$ cat config.mk
export PLATFORM = sky130hd
export DESIGN_NAME = result_sram_fifo
export DESIGN_NICKNAME = d
export VERILOG_FILES = /design/src/rtl/result_sram_fifo.sv
export SDC_FILE = /design/constraint.sdc
export NUM_CORES = 1
export LEC_CHECK = 0
export ABC_AREA = 1
export ABC_CLOCK_PERIOD_IN_PS = 4800
export BUFFER_PORTS_ARGS = -buffer_cell sky130_fd_sc_hd__clkbuf_2
export CORE_ASPECT_RATIO = 0.9
export CORE_MARGIN = 2
export CORE_UTILIZATION = 40
export CTS_CLUSTER_SIZE = 8
export DETAILED_ROUTE_END_ITERATION = 10
export GPL_ROUTABILITY_DRIVEN = 0
export SYNTH_ARGS = -nofsm -noshare
export SYNTH_HDL_FRONTEND = slang
export SYNTH_SLANG_ARGS = --single-unit
$ cat constraint.sdc
create_clock -name clk -period 4.8 [get_ports clk]
set_clock_uncertainty 0.15 [all_clocks]
set_input_delay 0.24 -clock clk [delete_from_list [all_inputs] [get_ports clk]]
set_output_delay 0.24 -clock clk [all_outputs]
set_load 0.02 [all_outputs]
$ cat src/rtl/result_sram_fifo.sv
// result_sram_fifo: in-order result buffer between the dot-product stage and a slower reader.
// Latency: a word written at edge N is in rd_data after edge N+1 if the output register was empty.
// Backpressure: wr_ready = (count < DEPTH) and ignores rd_ready; a write offered while full is dropped and counted.
// Ports:
//   clk, rst          clock, asynchronous active-high reset
//   clear             synchronous flush of pointers, count, rd_valid and flags
//   wr_valid/ready    producer handshake, wr_data is the result word
//   rd_valid/ready    consumer handshake, rd_data is the registered oldest word
//   count             entries held, including the output register
//   overflow          sticky flag: a write was offered while full
//   drop_cnt          saturating count of rejected writes
module result_sram_fifo #(
  parameter int DATA_W = 32,
  parameter int DEPTH  = 16,
  parameter int ADDR_W = 4
) (
  input  logic              clk,
  input  logic              rst,
  input  logic              clear,
  input  logic              wr_valid,
  output logic              wr_ready,
  input  logic [DATA_W-1:0] wr_data,
  output logic              rd_valid,
  input  logic              rd_ready,
  output logic [DATA_W-1:0] rd_data,
  output logic [ADDR_W:0]   count,
  output logic              overflow,
  output logic [7:0]        drop_cnt
);

  localparam logic [ADDR_W:0]   LP_FULL    = (ADDR_W+1)'(DEPTH);
  localparam logic [ADDR_W-1:0] LP_PTR_ONE = {{(ADDR_W-1){1'b0}}, 1'b1};
  localparam logic [ADDR_W:0]   LP_CNT_ONE = {{ADDR_W{1'b0}}, 1'b1};

  // Storage array: not reset, contents only meaningful between the pointers.
  logic [DATA_W-1:0] r_mem [DEPTH];

  logic [ADDR_W-1:0] r_wr_ptr;
  logic [ADDR_W-1:0] r_rd_ptr;
  logic [ADDR_W:0]   r_count;
  logic              r_rd_valid;
  logic [DATA_W-1:0] r_rd_data;
  logic              r_overflow;
  logic [7:0]        r_drop_cnt;

  logic              w_wr_ready;
  logic              w_wr_acc;
  logic              w_pop;
  logic              w_drop;
  logic [ADDR_W:0]   w_arr_cnt;
  logic              w_arr_empty;
  logic              w_load;

  assign w_wr_ready  = (r_count < LP_FULL);
  assign w_wr_acc    = wr_valid & w_wr_ready & ~clear;
  assign w_pop       = r_rd_valid & rd_ready & ~clear;
  assign w_drop      = wr_valid & ~w_wr_ready & ~clear;
  // Words sitting in the array = total held minus the one in the output register.
  assign w_arr_cnt   = r_count - {{ADDR_W{1'b0}}, r_rd_valid};
  assign w_arr_empty = (w_arr_cnt == '0);
  // Refill the output register whenever it is empty or being popped. A word written
  // this same edge is not yet visible in the array, so it loads one edge later.
  assign w_load      = ~w_arr_empty & (~r_rd_valid | w_pop);

  always_ff @(posedge clk or posedge rst) begin
    if (rst) begin
      r_wr_ptr   <= '0;
      r_rd_ptr   <= '0;
      r_count    <= '0;
      r_rd_valid <= 1'b0;
      r_rd_data  <= '0;
      r_overflow <= 1'b0;
      r_drop_cnt <= '0;
    end else if (clear) begin
      // rd_data is left holding its last value; rd_valid=0 marks it stale.
      r_wr_ptr   <= '0;
      r_rd_ptr   <= '0;
      r_count    <= '0;
      r_rd_valid <= 1'b0;
      r_overflow <= 1'b0;
      r_drop_cnt <= '0;
    end else begin
      if (w_wr_acc) begin
        r_wr_ptr <= r_wr_ptr + LP_PTR_ONE;
      end
      if (w_load) begin
        r_rd_data  <= r_mem[r_rd_ptr];
        r_rd_ptr   <= r_rd_ptr + LP_PTR_ONE;
        r_rd_valid <= 1'b1;
      end else if (w_pop) begin
        r_rd_valid <= 1'b0;
      end
      case ({w_wr_acc, w_pop})
        2'b10:   r_count <= r_count + LP_CNT_ONE;
        2'b01:   r_count <= r_count - LP_CNT_ONE;
        default: r_count <= r_count;
      endcase
      if (w_drop) begin
        r_overflow <= 1'b1;
        if (r_drop_cnt != 8'hFF) begin
          r_drop_cnt <= r_drop_cnt + 8'd1;
        end
      end
    end
  end

  always_ff @(posedge clk) begin
    if (w_wr_acc) begin
      r_mem[r_wr_ptr] <= wr_data;
    end
  end

  assign wr_ready = w_wr_ready;
  assign rd_valid = r_rd_valid;
  assign rd_data  = r_rd_data;
  assign count    = r_count;
  assign overflow = r_overflow;
  assign drop_cnt = r_drop_cnt;

endmodule

* Word level (Yosys, flattened, before mapping)
Memory sizes are Yosys's and may differ from the RTL's. A register that Yosys moved wholly into a read port is not among the register bits. Cells that the tools add are included. Widths: inputs -> output; s select.
Cells by class: add/subtract/negate cells 6, $lt $le $gt $ge 1, eq/ne operators 3, mux-type cells 16, bitwise gates (word level) 12, reduce and logical (&&, ||, !) cells 9
Operator list (count):
- $mux 8 | 3
- $mux 4 | 4
- $pmux 5 s2 | 1
- $add 4x1->4 const B | 2
- $add 8x1->8 const B | 1
- $ne 8x8->1 const B | 1
- $reduce_bool 2->1 | 4
- $and 1x1->1 | 7
- $mux 1 | 7
- $reduce_bool 3->1 | 2
- $add 5x1->5 const B | 1
- $logic_not 5->1 | 1
- $lt 5x5->1 const B | 1
- $mux 5 | 1
- $sub 5x1->5 | 1
- $sub 5x1->5 const B | 1
- $not 1->1 | 4
- $reduce_and 2->1 | 2
- $eq 2x1->1 const B | 1
- $eq 2x2->1 const B | 1
- $or 1x1->1 | 1
Storage, ports and cells: register bits after elaboration 23, bits in writable memories 512, input port bits 37, output and inout port bits 48, logic and storage cells 54, memories kept 1
Memories:
- r_mem | words 16, bits a word 32, rd ports 1, clocked after memory_dff 1, write ports 1, RTL line 36 | logic [DATA_W-1:0] r_mem [DEPTH];

* Depth between registers and ports, before layout
depth after elaboration 6, depth in mapped cells 14, mapped depth without buffers 14

* Least setup slack after synthesis
No wires, ideal clock.
path type register -> register, start reg r_count[4] (netlist: count[4]), end mem r_mem[1][0], enable pin, library setup time 0.461 ns, arrival time 3.328 ns, required time 4.189 ns, path slack 0.861 ns, stages on the path, launching flop included 6, path buffers 0, period minus slack after synthesis 3.939 ns, path through dfrtp_1 > inv_2 > nand2_1 > nor2_1 > inv_1 > nor3_1
Between the ends: longest elaborated chain between the ends 5
RTL lines:
- from (decl) | RTL line 40 | logic [ADDR_W:0] r_count;
- from (signal assigned) | RTL line 94 | 2'b10: r_count <= r_count + LP_CNT_ONE;
- from (signal assigned) | RTL line 95 | 2'b01: r_count <= r_count - LP_CNT_ONE;
- from (signal assigned) | RTL line 96 | default: r_count <= r_count;
- $lt 5x5->1 | RTL line 54 | assign w_wr_ready = (r_count < LP_FULL);
- net wr_ready | RTL line 21 | output logic wr_ready,
- $and 1x1->1 (2 in a row) | RTL line 55 | assign w_wr_acc = wr_valid & w_wr_ready & ~clear;
- $mux 1 | RTL line 108 | if (w_wr_acc) begin
- $mux 1 (not written as such) | RTL line 109 | r_mem[r_wr_ptr] <= wr_data;
- to (decl) | RTL line 36
The timed path passes the listed nets, and every way through them passes these cells.

==> flow_results.xml <==
<?xml version="1.0" encoding="UTF-8"?>
<metrics>
  <group name="run_status">
    <metric name="status" unit="">completed</metric>
  </group>
  <group name="routing">
    <metric name="route.detailed.vias_per_inst" unit="">5.223</metric>
    <metric name="wl_per_cell" unit="µm">20.33</metric>
    <metric name="dr_total_vias" unit="">14984</metric>
    <metric name="finalWirelength" unit="µm">58330</metric>
    <metric name="dr.pass1.iters" unit="">5</metric>
    <metric name="detail_route.drc_violations" unit="">0</metric>
    <metric name="dr.first_iter.drc_count" unit="">1342</metric>
    <metric name="detail-route-antenna-nets" unit="">0</metric>
  </group>
  <group name="power_and_ir_drop">
    <metric name="sequentialPowerShare" unit="">0.412</metric>
    <metric name="power.clock.fraction" unit="">0.362</metric>
    <metric name="power-per-cell-area" unit="nW/µm²">539.9</metric>
    <metric name="sw_frac_of_total" unit="">0.3226</metric>
    <metric name="intPower" unit="mW">9.765</metric>
    <metric name="irDropWorstVdd" unit="mV">0.3483</metric>
    <metric name="power.share.combinational" unit="">0.226</metric>
    <metric name="net-switching-power" unit="mW">4.650</metric>
    <metric name="lkg_pwr" unit="nW">9.755</metric>
  </group>
  <group name="finish">
    <metric name="final_core_utilization" unit="">0.4691</metric>
    <metric name="antenna_cells_inserted" unit="">0</metric>
    <metric name="mostFrequentLayoutCell" unit="">sky130_fd_sc_hd__nand2_1</metric>
    <metric name="final_layout_size_suffix_gt1_frac" unit="">0.1155</metric>
    <metric name="layout_common_cells" unit="">sky130_fd_sc_hd__nand2_1, sky130_fd_sc_hd__edfxtp_1, sky130_fd_sc_hd__nand3_1</metric>
    <metric name="syn2layout_area_growth" unit="%">16.33</metric>
    <metric name="final_net_count" unit="">2087</metric>
  </group>
  <group name="worst_setup_path">
    <metric name="crit_slowest_cell" unit="">sky130_fd_sc_hd__inv_6</metric>
    <metric name="timing.critical_path.from_type" unit="">register</metric>
    <metric name="r2r.worst_path.cells" unit="">8</metric>
    <metric name="cp_data_required_time" unit="ns">5.19</metric>
    <metric name="path_max_fanout" unit="">130</metric>
    <metric name="arrival_time_at_the_worst_endpoint" unit="ns">3.53</metric>
    <metric name="critical_path.endpoint_type" unit="">register</metric>
    <metric name="criticalPathCategory" unit="">reg2reg</metric>
    <metric name="worstPathCellList" unit="">inv_6, buf_4, nand2_1, nand3_1, nand3_1, a21oi_1, o21ai_1, nand2_1</metric>
    <metric name="cpPeakStageDelay" unit="ns">0.80</metric>
  </group>
  <group name="sta">
    <metric name="max_freq" unit="MHz">318.3</metric>
    <metric name="worst-slew-pin-transition" unit="ns">1.375</metric>
    <metric name="final_period_minus_worst_setup_slack" unit="ns">3.141</metric>
    <metric name="period_share" unit="">0.6544</metric>
    <metric name="timing_hold_violations_final" unit="">0</metric>
    <metric name="setup_viol" unit="">0</metric>
    <metric name="setup_total_negative_slack" unit="ns">0</metric>
    <metric name="worst_slew_margin_rel" unit="">0.08137</metric>
    <metric name="grt_setup_unrepaired" unit="">no</metric>
    <metric name="timing.final.max_slew_violations" unit="">0</metric>
  </group>
  <group name="logic_synthesis">
    <metric name="synth_cells" unit="">1921</metric>
    <metric name="synth.yosys.seq_area_share" unit="">0.7299</metric>
    <metric name="dominant_cell_type_by_area_after_synthesis" unit="">sky130_fd_sc_hd__edfxtp_1</metric>
    <metric name="synth_area_per_cell" unit="µm²">11.95</metric>
    <metric name="number_of_storage_elements_in_the_synthesis_netlist" unit="">567</metric>
    <metric name="area_contributors_post_synth" unit="">sky130_fd_sc_hd__edfxtp_1, sky130_fd_sc_hd__nand2_1, sky130_fd_sc_hd__nand3_1</metric>
    <metric name="netlist_area_before_placement" unit="µm²">22950</metric>
    <metric name="synth_top_area_frac" unit="">0.6699</metric>
    <metric name="ys_warn_count" unit="">0</metric>
    <metric name="mappedNetlistNets" unit="">1967</metric>
    <metric name="synth.distinct_cells" unit="">33</metric>
  </group>
  <group name="cts">
    <metric name="cts-root-buf" unit="">sky130_fd_sc_hd__clkbuf_16</metric>
    <metric name="cts_tree" unit="">done</metric>
    <metric name="worst_skew_pair.late_latency" unit="ns">0.62</metric>
    <metric name="clock-sinks" unit="">567</metric>
    <metric name="ctsLongestPathBuffers" unit="">3</metric>
    <metric name="htree_num_levels" unit="">3</metric>
    <metric name="cts.repair.resized" unit="">0</metric>
    <metric name="path_clk_slew" unit="ns">0.06</metric>
    <metric name="cts_made_buffers" unit="">80</metric>
  </group>
  <group name="floorplanning">
    <metric name="fp.coreArea" unit="µm²">56910</metric>
    <metric name="boundaryPins" unit="">85</metric>
    <metric name="die_w" unit="µm">256.5</metric>
    <metric name="dieHeight" unit="µm">231.2</metric>
    <metric name="row_count" unit="">83</metric>
    <metric name="die-area" unit="µm²">59310</metric>
    <metric name="starting_density_of_the_core" unit="">0.4033</metric>
  </group>
  <group name="grt">
    <metric name="track_usage" unit="">0.1977</metric>
    <metric name="global_route_wire_length_before_repair" unit="µm">89680</metric>
    <metric name="grt_overflow" unit="">0</metric>
    <metric name="initial_antenna_violation_count" unit="">0</metric>
    <metric name="first_global_vias" unit="">15088</metric>
    <metric name="grt_start_max_net_pins" unit="">191</metric>
  </group>
  <group name="run">
    <metric name="drv_cap" unit="">0</metric>
  </group>
  <group name="place">
    <metric name="hpwl" unit="µm">29360</metric>
    <metric name="numPortBuffers" unit="">84</metric>
  </group>
  <group name="min_path">
    <metric name="hold_path.class" unit="">in2async</metric>
  </group>
</metrics>
==> timing repair <==
item,in CTS,in global routing
hold endpoints to repair,544,0
buffers inserted,0,0
hold buffers,36,0
setup endpoints to repair,0,0
==> metrics by stage <==
| stage | power [mW] | worst slack, ns | hold slack [ns] | instance area [µm²] | instances |
|---|---|---|---|---|---|
| after detailed placement | 9.298 | 1.736 | 0.3051 | 24010 | 2688 |
| after floorplan | 8.417 | 0.8608 | 0.1879 | 22950 | 1921 |
| after CTS | 14.55 | 1.720 | 0.2176 | 26700 | 2869 |
| final | 14.42 | 1.659 | 0.1995 | 26700 | 2869 |
| after global placement | 9.247 | 1.757 | 0.3079 | 24010 | 2688 |
| after global routing | 15.15 | 1.409 | 0.2558 | 26700 | 2869 |
==> registers in the layout (all words and copies together) (netlist names) <==
| signal | count |
|---|---|
| r_mem | 512 |
| rd_valid | 1 |
| count | 5 |
| r_wr_ptr | 4 |
| overflow | 1 |
| rd_data | 32 |
| r_rd_ptr | 4 |
| drop_cnt | 8 |
==> area by class of cell <==
class,instances,area (µm²)
clock inverters,6,78.83
multi-input cells,1204,5463
repair buffers,152,1046
well taps,765,957.2
clock buffers,139,2245
inverters,36,147.6
flip-flops and latches,567,16760
fillers,5151,30210
==> cells in the mapped netlist, drive strengths merged <==
cell and instances:
a21oi 71, buf 103, clkbuf 11, clkinv 1, dfrtp 55, edfxtp 512, ha 9, inv 35
nand2 623, nand3 400, nand3b 1, nand4 1, nor2 24, nor3 17, nor4 1, o21ai 50
o21bai 1, o22ai 1, o31ai 1, xnor2 1, xor2 3
==> critical path, delay by kind of cell (launching register included) <==
kind / cells / cell delay [ns]
AND/OR/NAND/NOR: 4 / 0.34
flip-flops: 1 / 0.76
AO/OA/AOI/OAI: 2 / 0.30
buffers and inverters: 2 / 1.27
==> final timing paths <==
kind                                         start                       to  slack (ns)
max in group asynchronous                      rst  r_rd_ptr[1]$_DFFE_PP0P_        3.24
max                        r_rd_ptr[0]$_DFFE_PP0P_  rd_data[18]$_DFFE_PP0P_        1.66
min in group clk                          rd_ready     rd_valid$_DFFE_PP0P_        0.26
min reg2reg                rd_data[10]$_DFFE_PP0P_  rd_data[10]$_DFFE_PP0P_        0.32
min                                            rst  drop_cnt[6]$_DFFE_PP0P_        0.20
max reg2reg                r_rd_ptr[0]$_DFFE_PP0P_  rd_data[18]$_DFFE_PP0P_        1.66
==> power by group through the flow <==
stage               combinational [mW]  clock [mW]  sequential (mW)
floorplan                         2.45           0             5.97
global placement                  3.22           0             6.03
detailed placement                3.26           0             6.03
CTS                               3.30        5.31             5.94
global route                      3.68        5.50             5.97
finish                            3.26        5.21             5.94
==> cell families after synthesis <==
| logic type | synth area share |
|---|---|
| AO/OA/AOI/OAI | 0.02824 |
| flip-flops | 0.7299 |
| AND/OR/NAND/NOR | 0.1994 |
| XOR/XNOR | 0.001527 |
| adder cells (fa/ha/maj) | 0.004907 |
| buffers and inverters | 0.03598 |
==> per-layer routing <==
| metal | GRT usage | wire [µm] |
|---|---|---|
| met5 | 0 | 0 |
| met4 | 0.06486 | 1325 |
| met3 | 0.03128 | 3138 |
| met2 | 0.3329 | 28300 |
| met1 | 0.2634 | 25570 |
Note: power is estimated with default switching activity, not from simulation.
